--- config.mk ---
export PLATFORM = sky130hd
export DESIGN_NAME = bin2bcd_seq
export DESIGN_NICKNAME = d
export VERILOG_FILES = /design/src/rtl/bcd_pkg.sv /design/src/rtl/bcd_add3.sv /design/src/rtl/bin2bcd_seq.sv
export SDC_FILE = /design/constraint.sdc
export NUM_CORES = 1
export LEC_CHECK = 0
export CORE_MARGIN = 1.5
export CORE_UTILIZATION = 49
export DETAILED_ROUTE_END_ITERATION = 16
export PLACE_DENSITY = 0.78
export RECOVER_POWER = 25
export SLEW_MARGIN = 10
export SYNTH_ARGS = -nofsm -noshare
export SYNTH_HDL_FRONTEND = slang
export SYNTH_SLANG_ARGS = --single-unit
--- constraint.sdc ---
create_clock -name clk -period 1.4 [get_ports clk]
set_input_delay 0.28 -clock clk [delete_from_list [all_inputs] [get_ports clk]]
set_output_delay 0.28 -clock clk [all_outputs]
set_load 0.02 [all_outputs]
--- src/rtl/bcd_pkg.sv ---
// Shared constants and types for the binary-to-BCD converter.
// Widths track the multiplier product and the five-digit display.
package bcd_pkg;
    localparam int BCD_DIGITS = 5;
    localparam int PROD_W     = 16;

    typedef enum logic [1:0] {
        IDLE  = 2'd0,
        SHIFT = 2'd1,
        DONE  = 2'd2
    } state_t;

    typedef logic [3:0] bcd_digit_t;
endpackage

--- src/rtl/bcd_add3.sv ---
// Double-dabble digit correction: adds 3 to a BCD digit of 5 or more.
// Combinational, no latency; no flow control.
module bcd_add3
    import bcd_pkg::*;
(
    input  bcd_digit_t din,
    output bcd_digit_t dout
);
    assign dout = (din >= 4'd5) ? bcd_digit_t'(din + 4'd3) : din;
endmodule

--- src/rtl/bin2bcd_seq.sv ---
// Sequential shift-add-3 binary to packed BCD converter, IN_W shifts per value.
// Latency IN_W+2 cycles accept-to-done; in_valid ignored while busy. Optional macro: BIN2BCD_LZ_BLANK_EN.
module bin2bcd_seq
    import bcd_pkg::*;
#(
    parameter int IN_W   = PROD_W,
    parameter int DIGITS = BCD_DIGITS
) (
    input  logic                  clk,
    input  logic                  rst,
    input  logic                  in_valid,
    input  logic [IN_W-1:0]       bin_in,
    output logic                  in_ready,
    output logic                  busy,
    output logic                  done,
    output logic [4*DIGITS-1:0]   bcd_out,
    output logic [DIGITS-1:0]     digit_en
);
    localparam int CNT_W = $clog2(IN_W + 1);

    state_t              state;
    logic [CNT_W-1:0]    cnt;
    logic [IN_W-1:0]     bin_sr;
    logic [4*DIGITS-1:0] scratch;
    logic [4*DIGITS-1:0] scratch_adj;

    for (genvar g = 0; g < DIGITS; g++) begin : g_add3
        bcd_add3 u_add3 (
            .din  (scratch[4*g +: 4]),
            .dout (scratch_adj[4*g +: 4])
        );
    end

    assign in_ready = !busy;

`ifdef BIN2BCD_LZ_BLANK_EN
    logic [DIGITS-1:0] blank_en;

    // A digit is lit when it or any more-significant digit is nonzero; digit 0 always lit.
    always_comb begin
        logic seen;
        blank_en = '0;
        seen     = 1'b0;
        for (int i = DIGITS - 1; i >= 0; i--) begin
            seen        = seen | (scratch[4*i +: 4] != 4'd0);
            blank_en[i] = seen;
        end
        blank_en[0] = 1'b1;
    end
`else
    assign digit_en = '1;
`endif

    always_ff @(posedge clk) begin
        if (rst) begin
            state    <= IDLE;
            busy     <= 1'b0;
            done     <= 1'b0;
            bcd_out  <= '0;
            cnt      <= '0;
            bin_sr   <= '0;
            scratch  <= '0;
`ifdef BIN2BCD_LZ_BLANK_EN
            digit_en <= '1;
`endif
        end else begin
            done <= 1'b0;
            case (state)
                IDLE: begin
                    if (in_valid) begin
                        bin_sr  <= bin_in;
                        scratch <= '0;
                        cnt     <= CNT_W'(IN_W);
                        busy    <= 1'b1;
                        state   <= SHIFT;
                    end
                end
                SHIFT: begin
                    scratch <= {scratch_adj[4*DIGITS-2:0], bin_sr[IN_W-1]};
                    bin_sr  <= {bin_sr[IN_W-2:0], 1'b0};
                    cnt     <= cnt - 1'b1;
                    if (cnt == CNT_W'(1)) begin
                        state <= DONE;
                    end
                end
                DONE: begin
                    bcd_out  <= scratch;
                    done     <= 1'b1;
                    busy     <= 1'b0;
                    state    <= IDLE;
`ifdef BIN2BCD_LZ_BLANK_EN
                    digit_en <= blank_en;
`endif
                end
                default: begin
                    state <= IDLE;
                    busy  <= 1'b0;
                end
            endcase
        end
    end
endmodule
=== After elaboration in Yosys (flattened, before gate mapping) ===
Cells that the tools add are included.

* Register bits after elaboration: 65
* Output and inout bits: 28
* Input port bits: 19

* Reductions and logical operators: 6
* Mux-type cells: 17
* $add $sub $neg: 6
* $lt $le $gt $ge: 5
* Equal/unequal tests: 5
* Bitwise logic cells: 1

{| class="wikitable"
|+ Operators by type and width
! operator !! number
|-
| one-hot mux 20 bit (2 select lines) || 1
|-
| one-hot mux 16 bit (2 select lines) || 1
|-
| >= comparator 4 x 3 -> 1 bit, second input constant || 5
|-
| 2-to-1 mux 20 bit || 1
|-
| adder 4 x 2 -> 4 bit, second input constant || 4
|-
| 2-to-1 mux 16 bit || 1
|-
| 2-to-1 mux 4 bit || 4
|-
| one-hot mux 5 bit (2 select lines) || 1
|-
| AND reduction 2 bit || 3
|-
| equality test 5 x 1 -> 1 bit, second input constant || 1
|-
| 2-to-1 mux 5 bit || 1
|-
| subtractor 5 x 1 -> 5 bit, second input constant || 1
|-
| 2-to-1 mux 2 bit || 2
|-
| inequality test 2 bit, second input constant || 2
|-
| one-hot mux 2 bit (2 select lines) || 1
|-
| adder 3 x 2 -> 3 bit, second input constant || 1
|-
| 2-to-1 mux 3 bit || 1
|-
| equality test 2 x 1 -> 1 bit, second input constant || 1
|-
| equality test 2 bit, second input constant || 1
|-
| zero test 2 bit || 1
|-
| 2-to-1 mux 1 bit || 2
|-
| one-hot mux 1 bit (2 select lines) || 1
|-
| nonzero test 2 bit || 1
|-
| zero test 1 bit || 1
|-
| NOT 1 bit || 1
|}

=== Logic depth before layout (Yosys ltp) ===
Gate-level depths: netlist (run 1).

* Depth after elaboration: 3
* Mapped depth: 6
* Mapped depth without buffers: 6

=== By module ===
Synthesis (run 1) repeated with hierarchy kept, for this count alone.

* Cells, all modules: 368
* Area total of the unflattened synthesis: 3085.5 um^2

{| class="wikitable"
|+ Modules (own cells, without submodules)
! module !! area each (um^2) !! cells each !! times used
|-
| bin2bcd_seq || 2578.7 || 288 || 1
|-
| bcd_add3 || 101.3 || 16 || 5
|}

=== Worst setup path after synthesis (run 1) ===
Ideal clock, no wire load.

* Kind: register -> register
* Start point: register scratch[9]
* End point: register scratch[10]
* Setup time: 0.117 ns
* Arrival time: 1.250 ns
* Slack: 0.033 ns
* Stages on the path, launching flop included: 7
* Period minus slack after synthesis: 1.367 ns
* Cells stage by stage: dfxtp_1 inv_1 ha_1 nand2b_1 a21oi_1 mux2i_1 a22o_1

* Word-level cells in the longest chain between the ends: 3

{| class="wikitable"
|+ RTL lines
! element !! RTL line !! RTL
|-
| start: declaration || bin2bcd_seq.sv:24 || <nowiki>logic [4*DIGITS-1:0] scratch;</nowiki>
|-
| start signal: assignment || bin2bcd_seq.sv:79 || <nowiki>scratch <= {scratch_adj[4*DIGITS-2:0], bin_sr[IN_W-1]};</nowiki>
|-
| adder 4 x 2 -> 4 bit / >= comparator 4 x 3 -> 1 bit (equally long branches) || bcd_add3.sv:9 || <nowiki>assign dout = (din >= 4'd5) ? bcd_digit_t'(din + 4'd3) : din;</nowiki>
|-
| 2-to-1 mux 4 bit * || bcd_add3.sv:9 ||
|-
| one-hot mux 20 bit (2 select lines) * || bin2bcd_seq.sv:68 || <nowiki>case (state)</nowiki>
|}

Mark *: on every way between the ends. The rest lies on a longest branch, timed or not.
A chain may end at the register's enable or synchronous reset.

=== Worst setup path after layout (run 1) ===
* Start point: register scratch[13]
* End point: register scratch[14]

Same word-level chain as after synthesis.

==> metrics.md, run 1 <==
| Metric | Value |
|---|---|
| FF/Latch Area | 0.00131 mm^2 |
| Synth cell count leaders | dfxtp_1, a21oi_1, nor2_1 |
| Reg2reg start | scratch[13]$_SDFFE_PP0P_ |
| Clock sink count | 65 |
| WP data required | 1.70 ns |
| Internal Power | 2970 uW |
| Die width | 83.3 um |
| Final hold violation count | 0 |
| Antenna diode count | 0 |
| Sequential-to-total area share from yosys stat | 41.2% |
| Worst Hold Class | input pin to flip-flop |
| Power Dens Cells | 1030 mW/mm^2 |
| Synth top area share | 41.2% |
| Worst-path cell chain | inv_1, ha_1, nand2b_4, a21oi_4, mux2i_1, a22o_1 |
| Min Hold Slack | 0.365 ns |
| Worst Setup SP | scratch[13]$_SDFFE_PP0P_ |
| Max Slew Vio Count | 0 |
| Mapped cell area | 0.00316 mm^2 |
| RSZ-0062 raised after global routing | true |
| Via density | 5.14 |
| Clk_skew | 0.0101 ns |
| Number of remaining DRC errors | 0 |
| Netlist cell types | 39 |
| Period minus WS final | 1.36 ns |
| Tcrit/Tclk final | 96.9% |
| CTS tree | yes |
| CTS H-Tree Depth | 3 |
| Post-synth top flop | dfxtp_1 |
| HPWL Detailed | 4.34 mm |
| Die H | 83.3 um |
| Vias | 2652 |
| CTS root buf | clkbuf_8 |
| Leakage | 0.00166 uW |
| Maximum clock path buffer count | 2 |
| Worst skew pair latency | 0.35 ns |
| Number of flops mapped to enable cells by yosys | 0 |
| Reg power frac | 48.1% |
| Final setup fails | 0 |
| Max-Cap Viols | 0 |
| Area leader, netlist | dfxtp_1 |
| Initial Utilization | 50.4% |
| Sw power | 1120 uW |
| Nets | 465 |
| Largest net degree at the start of global routing | 30 |
| Worst Hold Launch | rst |
| Critical path buffer and inverter count | 1 |
| Share of layout cells above drive strength 1 | 20.3% |
| Mapped Cells | 380 |
| Top cell family by delay on the critical path | flip-flops |
| Total die area | 0.00694 mm^2 |
| Routability Congestion | 0.827 |
| Initial antenna violation count | 0 |
| CP Class | flip-flop to flip-flop |
| Async SR Flop Fraction | 0% |
| Sw Ratio | 27.4% |
| Num CTS Buffers | 9 |
| Register bit count reported by yosys | 65 |
| Combinational Power Share | 11.8% |
| Critical Path Sink Type | flip-flop |
| Most frequent cell after synthesis | dfxtp_1 |
| Critical Path Start Type | flip-flop |
| Number of global-route vias before repair | 2457 |
| Multi-input gate area | 0.00167 mm^2 |
| Status | completed |
| Number of fill cells | 559 |
| Ranking of synthesized cells by area | dfxtp_1, a21oi_1, nor2_1 |
| Max VDD drop | 0.000658 V |
| GRT Total Usage | 19.0% |
| Antenna-violating nets left | 0 |
| Area of the core | 0.00628 mm^2 |
| Drt total wl | 6.37 mm |
| CP max FO | 3 |
| DR WL/cell | 12.3 um |
| Synth warn | 0 |
| CP max stage delay | 0.33 ns |
| Hold_buf cts | 0 |
| Synth Area per Inst | 8.32 um^2 |
| First-pass iteration count of the detailed router | 4 |
| Port bufs | 41 |
| Worst-path clk slew | 0.08 ns |
| Maximum clock frequency | 737 MHz |
| Clock share of power | 40.1% |
| # rows | 29 |
| Starting DRT DRC Count | 105 |
| P&R area growth vs syn | 26.0% |
| Crit path DAT | 1.65 ns |
| Grt total ovfl | 0 |
| Final TNS setup | 0 ns |
| CP max stage cell | dfxtp_2 |
| First-pass GRT wire length | 10.9 mm |
| Io pins | 47 |
## worst paths after layout
kind,endpoint,slack (ns),cells after the start
setup / recovery,scratch[14]$_SDFFE_PP0P_,0.04,6
hold / removal,scratch[11]$_SDFFE_PP0P_,0.37,3
setup reg to reg,scratch[14]$_SDFFE_PP0P_,0.04,6
hold reg to reg,bcd_out[19]$_SDFFE_PP0P_,0.45,2
## power by group through the flow
stage / combinational (uW) / clock, uW / sequential [uW]
2_1_floorplan: 347 / 0 / 2000
3_3_place_gp: 462 / 0 / 2010
3_5_place_dp: 471 / 0 / 2010
4_1_cts: 471 / 1680 / 1970
5_1_grt: 537 / 1750 / 1980
6_report: 484 / 1640 / 1970
## layout by cell type (no fill, tap or decap), drive strengths merged
cell type      netlist  routed
buf                 27      30
nor2b                6       6
o31ai                1       1
xor2                 4       4
ha                  12      12
conb                 1       5
clkdlybuf4s50        0      17
or3                  1       1
o22ai                1       1
a311oi               1       1
a2111oi              6       6
dfxtp               65      65
mux2i                6       6
nor3                 9       9
clkbuf               4       9
dlygate4sd2          0      23
o21bai               1       1
nand3                5       5
nand2               42      42
nand3b               1       1
a21o                 1       1
nor3b                2       2
inv                 23      25
o21ai                9       9
clkinv               0       1
bufinv               0       1
a22oi                3       3
a22o                14      14
nand2b               7       7
nor2                56      56
a21oi               57      57
xnor2                5       5
nand4b               1       1
clkinvlp             0       3
o221a                8       8
and2b                1       1
## through the flow
| stage | worst slack (ns) | power [uW] | cells | cell area [um^2] | util, % |
|---|---|---|---|---|---|
| 2_1_floorplan | 0.0328 | 2350 | 384 | 3180 | - |
| 3_3_place_gp | -0.302 | 2470 | 495 | 3690 | 58.7 |
| 3_5_place_dp | -0.337 | 2480 | 495 | 3690 | 58.7 |
| 4_1_cts | 0.00309 | 4120 | 511 | 3880 | 61.8 |
| 5_1_grt | -0.0253 | 4270 | 516 | 3990 | 63.5 |
| 6_report | 0.0437 | 4100 | 516 | 3990 | 63.5 |
## area by class of cell
type | instances | share of cell area [%]
multi-input combinational | 265 | 41.9
tap | 77 | 2.42
clock buffer | 9 | 3.11
sequential | 65 | 32.9
inverter | 23 | 2.17
timing repair buffer | 70 | 15.5
clock inverter | 7 | 1.98
## routing by layer
metal | track usage (%) | up-vias | part of all wire [%]
met1 | 22.7 | 1192 | 45
met4 | 8.79 | 0 | 1.4
met2 | 32.2 | 62 | 49
li1 | - | 1389 | -
met3 | 4.67 | 9 | 4.4
met5 | 0 | - | 0
## repair_timing
action / CTS / global route
pin swaps: 2 / 10
endpoints found under the setup margin: 37 / 54
buffers inserted: 0 / 5
resized for setup: 28 / 21
## worst reg2reg max path, stage by stage, from the launching register on
cell      delay, ns
dfxtp_2        0.33
inv_1          0.06
ha_1           0.19
nand2b_4       0.15
a21oi_4        0.19
mux2i_1        0.25
a22o_1         0.14
## sequential cells by signal, indices dropped and copies added, names as in the netlist
| signal | cells |
|---|---|
| bcd_out | 20 |
| bin_sr | 16 |
| busy | 1 |
| cnt | 5 |
| done | 1 |
| scratch | 20 |
| state | 2 |
## logic make-up (layout without fill, tap and decap cells)
group,count (synthesis),in the layout,synth area share [%]
AOI/OAI and AO/OA,102,102,22.2
xor gates and xnor gates,9,9,2.49
adders and majority gates,12,12,4.75
buffers and inverters,54,109,8.94
DFF,65,65,41.2
muxes,6,6,1.90
other,1,5,0.119
and+or+nand+nor,131,131,18.5
Power figures use the tool's default switching activity.
==> run 2: changes to the inputs <==
==> constraint.sdc (replaced) <==
create_clock -name clk -period 1.4 [get_ports clk]
set_input_delay 0.21 -clock clk [delete_from_list [all_inputs] [get_ports clk]]
set_output_delay 0.21 -clock clk [all_outputs]
set_load 0.02 [all_outputs]
==> run 2 against run 1 <==
Compared with the run above: count of clock-buffer cells in the layout increased by 1; power decreased by 5.3%; sequential cell count unchanged; clock skew decreased by 0.0036 ns; combinational power decreased by 2%; via count increased by 0.75%; global-route usage increased by 0.81 points; die area unchanged; register-to-register slack about the same; sequential share of layout area increased by 0.47 points; highest routed layer unchanged.
==> metrics.md, run 2 (synthesized netlist as in run 1, its figures left out) <==
| Metric | Value |
|---|---|
| Routability Congestion | 0.790 (-4.4%) |
| Hold_buf cts | 0 (unchanged) |
| GRT Total Usage | 19.9% (+0.81 points) |
| Area of the core | 0.00628 mm^2 (unchanged) |
| # rows | 29 (unchanged) |
| Initial antenna violation count | 0 (unchanged) |
| Grt total ovfl | 0 (unchanged) |
| Critical Path Sink Type | flip-flop |
| RSZ-0062 raised after global routing | true |
| Number of remaining DRC errors | 0 (unchanged) |
| Nets | 462 (-0.65%) |
| P&R area growth vs syn | 24.3% |
| Initial Utilization | 50.4% (unchanged) |
| Hold path cells | 2 (-1) |
| Worst skew pair latency | 0.34 ns (about the same) |
| CP max stage cell | dfxtp_2 |
| Final setup fails | 0 (unchanged) |
| Antenna-violating nets left | 0 (unchanged) |
| First-pass GRT wire length | 11.3 mm (+3.9%) |
| Share of layout cells above drive strength 1 | 20.4% (+0.14 points) |
| Critical Path Start Type | flip-flop |
| Num CTS Buffers | 9 (unchanged) |
| CP Class | flip-flop to flip-flop |
| Critical path buffer and inverter count | 1 (unchanged) |
| Final Non-Filler Cells | 513 (-0.58%) |
| # placed instances | 494 (-0.20%) |
| CP max stage delay | 0.34 ns (about the same) |
| Drt total wl | 6.55 mm (+2.8%) |
| Maximum clock frequency | 739 MHz (+0.20%) |
| CTS H-Tree Depth | 3 (unchanged) |
| HPWL Detailed | 4.42 mm (+1.7%) |
| Via density | 5.21 (+1.3%) |
| Antenna diode count | 0 (unchanged) |
| Tcrit/Tclk final | 96.7% (-0.19 points) |
| Reg power frac | 50.8% (+2.7 points) |
| Clk_skew | 0.00658 ns (-0.00356 ns) |
| Combinational Power Share | 12.2% (+0.4 points) |
| Largest net degree at the start of global routing | 30 (unchanged) |
| Final TNS setup | 0 ns (unchanged) |
| Internal Power | 2820 uW (-5.2%) |
| Clock sink count | 65 (unchanged) |
| Power Dens Cells | 987 mW/mm^2 (-3.9%) |
| Placed Area | 0.00368 mm^2 (-0.20%) |
| Die width | 83.3 um (unchanged) |
| Starting DRT DRC Count | 91 (-13%) |
| Most frequent cells in the layout | dfxtp_1, nor2_1, a21oi_1 |
| Final hold violation count | 0 (unchanged) |
| Post-route cell area | 0.00393 mm^2 (-1.4%) |
| Maximum clock path buffer count | 2 (unchanged) |
| Number of global-route vias before repair | 2594 (+5.6%) |
| Worst Hold Class | input pin to flip-flop |
| Crit path DAT | 1.59 ns (-0.06 ns) |
| Vias | 2672 (+0.75%) |
| Leakage | 0.00162 uW (-2.1%) |
| CP max FO | 3 (unchanged) |
| Top cell family by delay on the critical path | compound AO/OA/AOI/OAI gates |
| Period minus WS final | 1.35 ns (-0.00271 ns) |
| Die H | 83.3 um (unchanged) |
| Max-Cap Viols | 0 (unchanged) |
| Port bufs | 41 (unchanged) |
| DR WL/cell | 12.8 um (+3.4%) |
| Max VDD drop | 0.000563 V (-14%) |
| First-pass iteration count of the detailed router | 4 (unchanged) |
| Worst-path cell chain | inv_1, ha_1, nand2b_1, a21oi_2, xnor2_1, a22o_1 |
| Worst r2r path cells | 6 (unchanged) |
| Largest regs | bcd_out: 20 flops, scratch: 20 flops, bin_sr: 16 flops |
| Sw Ratio | 27.3% (-0.054 points) |
| Worst-path clk slew | 0.08 ns (about the same) |
| Commonest non-fill, non-tap cell in the layout | dfxtp_1 |
| Max Slew Vio Count | 0 (unchanged) |
| Sw power | 1060 uW (-5.5%) |
| Status | completed |
| CTS root buf | clkbuf_8 |
| Total die area | 0.00694 mm^2 (unchanged) |
| Io pins | 47 (unchanged) |
| WP data required | 1.63 ns (-0.07 ns) |
| CP Depth | 6 (unchanged) |
| Clock share of power | 37.0% (-3.1 points) |
| CTS tree | yes |
run 2: power groups by stage:
stage	Sequential, uW	Combinational [uW]	Clock (uW)
after floorplan	2000	347	0
after global placement	2010	459	0
after detailed placement	2010	471	0
after CTS	1970	471	1480
after global routing	1980	529	1550
final	1970	472	1440
run 2: layout make-up:
type	count	area (um^2)
Tap cell	77	96.3
Clock inverter	6	43.8
Timing Repair Buffer	67	582
Sequential cell	65	1310
Fill cell	561	2350
Multi-Input combinational cell	265	1670
Inverter	23	86.3
Clock buffer	10	138
run 2: worst paths after layout:
| kind | start | endpoint | slack, ns |
|---|---|---|---|
| max reg2reg | scratch[17]$_SDFFE_PP0P_ | scratch[17]$_SDFFE_PP0P_ | 0.05 |
| max | scratch[17]$_SDFFE_PP0P_ | scratch[17]$_SDFFE_PP0P_ | 0.05 |
| min reg2reg | bcd_out[1]$_SDFFE_PP0P_ | bcd_out[1]$_SDFFE_PP0P_ | 0.45 |
| min | rst | cnt[0]$_SDFFE_PP0P_ | 0.22 |
run 2: per-stage QoR:
step / util (%) / total power (uW) / hold slack (ns) / setup WS, ns
6_report: 62.6 / 3880 / 0.218 / 0.0464
4_1_cts: 61.5 / 3910 / 0.208 / 0.00484
3_5_place_dp: 58.6 / 2480 / 0.446 / -0.257
2_1_floorplan: - / 2350 / 0.443 / 0.0328
5_1_grt: 62.6 / 4060 / 0.217 / -0.0458
3_3_place_gp: 58.6 / 2470 / 0.443 / -0.228
run 2: repair_timing:
| item | CTS | global route |
|---|---|---|
| resized for setup | 29 | 23 |
| cloned | 0 | 0 |
| pin swaps | 2 | 9 |
| setup endpoints to repair | 38 | 28 |
| setup buffers | 1 | 2 |
run 2: routing by layer:
| layer | part of all wire, % | track usage (%) |
|---|---|---|
| met5 | 0 | 0 |
| met1 | 44 | 23.0 |
| met2 | 51 | 34.7 |
| met3 | 4.1 | 3.88 |
| met4 | 1.4 | 10.0 |
==> patch (flow settings as in run 2) <==
Set the package constant `BCD_DIGITS` to 4 (it was 5).
--- a/src/rtl/bcd_pkg.sv
+++ b/src/rtl/bcd_pkg.sv
@@ -1,7 +1,7 @@
 // Shared constants and types for the binary-to-BCD converter.
 // Widths track the multiplier product and the five-digit display.
 package bcd_pkg;
-    localparam int BCD_DIGITS = 5;
+    localparam int BCD_DIGITS = 4;
     localparam int PROD_W     = 16;
 
     typedef enum logic [1:0] {
Interface: changed (resized bcd_out and digit_en); port bits go from 47 to 42. No check against the original RTL was run, so the function may have changed too.
==> patch against run 2 <==
Count of clock-buffer cells in the layout shrank 1; critical path type unchanged; total power grew 6.1%; setup slack lost 3.5 ps; sequential cell count shrank 8; wire length shrank 5.9%; fmax shrank 0.25%; cell area shrank 7.6%; synthesized area shrank 13%; clock skew grew 1.1 ps.
==> patch: results (changes against run 2) <==
| Metric | Value |
|---|---|
| Status | `finished clean` |
| Worst-Skew Late Latency | `350 ps` |
| Syn Area/Cell | `8.15 sq um (-2.0%)` |
| Vias in the first global route | `2384 (-8.1%)` |
| R2r startpoint | `scratch[9]` |
| Synth top area cells | `dfxtp_1, a21oi_1, nor2_1` |
| Worst Hold Class | `flip-flop to flip-flop` |
| CP max FO | `3 (unchanged)` |
| Most frequent cells after synthesis | `dfxtp_1, nor2_1, a21oi_1` |
| Lkg Pwr | `1.54 nW (-5.3%)` |
| Worst Path Arrival | `1600 ps` |
| Initial drt markers | `93 (+2.2%)` |
| Worst-path clk slew | `70 ps` |
| Top Registers | `bcd_out (16), bin_sr (16), scratch (16)` |
| Syn. warnings | `0 (unchanged)` |
| # DRC | `0 (unchanged)` |
| Root Buffer | `clkbuf_8` |
| Hold path cells | `2 (unchanged)` |
| Global-route wire length before repair | `10500 um (-7.1%)` |
| Avg Vias per Cell | `5.22 (+0.31%)` |
| Worst vdd ir | `0.662 mV (+17%)` |
| Clock skew | `7.66 ps (+1.08 ps)` |
| Critical Path End Type | `flip-flop` |
| Initial antenna violation count | `0 (unchanged)` |
| H-tree levels | `3 (unchanged)` |
| Post-placement cell count | `456 (-7.7%)` |
| Place WS | `-436 ps (-179 ps)` |
| Post-DP Area | `3320 sq um (-9.8%)` |
| Synth Area in Compound Gates | `0.225 (+0.00293)` |
| DP HPWL | `4000 um (-9.5%)` |
| Max-Cap Viols | `0 (unchanged)` |
| N_diodes | `0 (unchanged)` |
| Layout cells sized above 1 | `0.205 (+0.000872)` |
| Maximum clock insertion buffer count | `2 (unchanged)` |
| Xor/xnor share of the synthesized area | `0.0222 (-0.00275)` |
| Gr usage total | `0.217 (+0.0187)` |
| Adder-cell share of the synthesized area | `0.0453 (-0.00222)` |
| Routability cong. | `0.754 (-4.6%)` |
| CP Launch Type | `flip-flop` |
| Non-Filler Instances | `472 (-8.0%)` |
| Post-synthesis mux area share | `0.0263 (+0.00726)` |
| Worst R2R End | `scratch[9]` |
| Sequential share of the synthesized area | `0.413 (+0.00130)` |
| Final nets | `424 (-8.2%)` |
| Port Buf Inserts | `37 (-9.8%)` |
| Async S/R FF share, synth | `0 (unchanged)` |
| Routed length per instance | `13.1 um (+2.3%)` |
| Hold_sp | `bcd_out[15]` |
| Yosys cell types | `32 (-18%)` |
| Largest net degree at the start of global routing | `34 (+13%)` |
| Setup bufs post-CTS | `0 (-1)` |
| Post-route setup slack | `42.9 ps (-3.45 ps)` |
| TritonRoute pass-1 iters | `4 (unchanged)` |
| Worst R2R Path Depth | `6 (unchanged)` |
| Inserted Clock Buffers | `9 (unchanged)` |
patch: per-layer routing:
layer  share of wire  GRT usage
met1            0.44      0.264
met2            0.50      0.355
met3           0.043     0.0558
met4           0.015      0.111
met5               0          0
patch: final cells by class:
type	instances	area [sq um]
inverter	22	82.6
tap	72	90.1
sequential	57	1150
clock inverter	7	119
clock buffer	9	124
fill	464	1840
timing repair buffer	69	607
multi-input combinational	236	1460
patch: kinds of logic after synthesis:
family,after synthesis
mux,7
simple gates,118
compound gates,90
other cells,1
buf+inv,49
fa+ha+maj,10
flops,57
xor+xnor,7
patch: worst min path at each step:
stage                  end  slack, ps
2_1_floorplan  bcd_out[15]        440
3_3_place_gp    bcd_out[2]        440
3_5_place_dp   bcd_out[14]        450
4_1_cts        bcd_out[14]        450
5_1_grt         bcd_out[7]        480
6_report       bcd_out[15]        450
patch: timing repair:
| item | CTS | global route |
|---|---|---|
| pin swaps | 1 | 3 |
| resized for setup | 23 | 22 |
| setup endpoints to repair | 31 | 18 |
patch: power breakdown:
part	leakage, nW	internal (mW)	switching (mW)
sequential	0.468	1.69	0.0492
combinational	0.954	0.227	0.253
clock	0.115	1.18	0.716
patch: critical path, stage by stage (launching register included):
cell and delay (ps):
dfxtp_2 350, inv_1 70, ha_1 180, nand2b_4 140, a21oi_4 180, xnor2_1 110, a22o_1 210
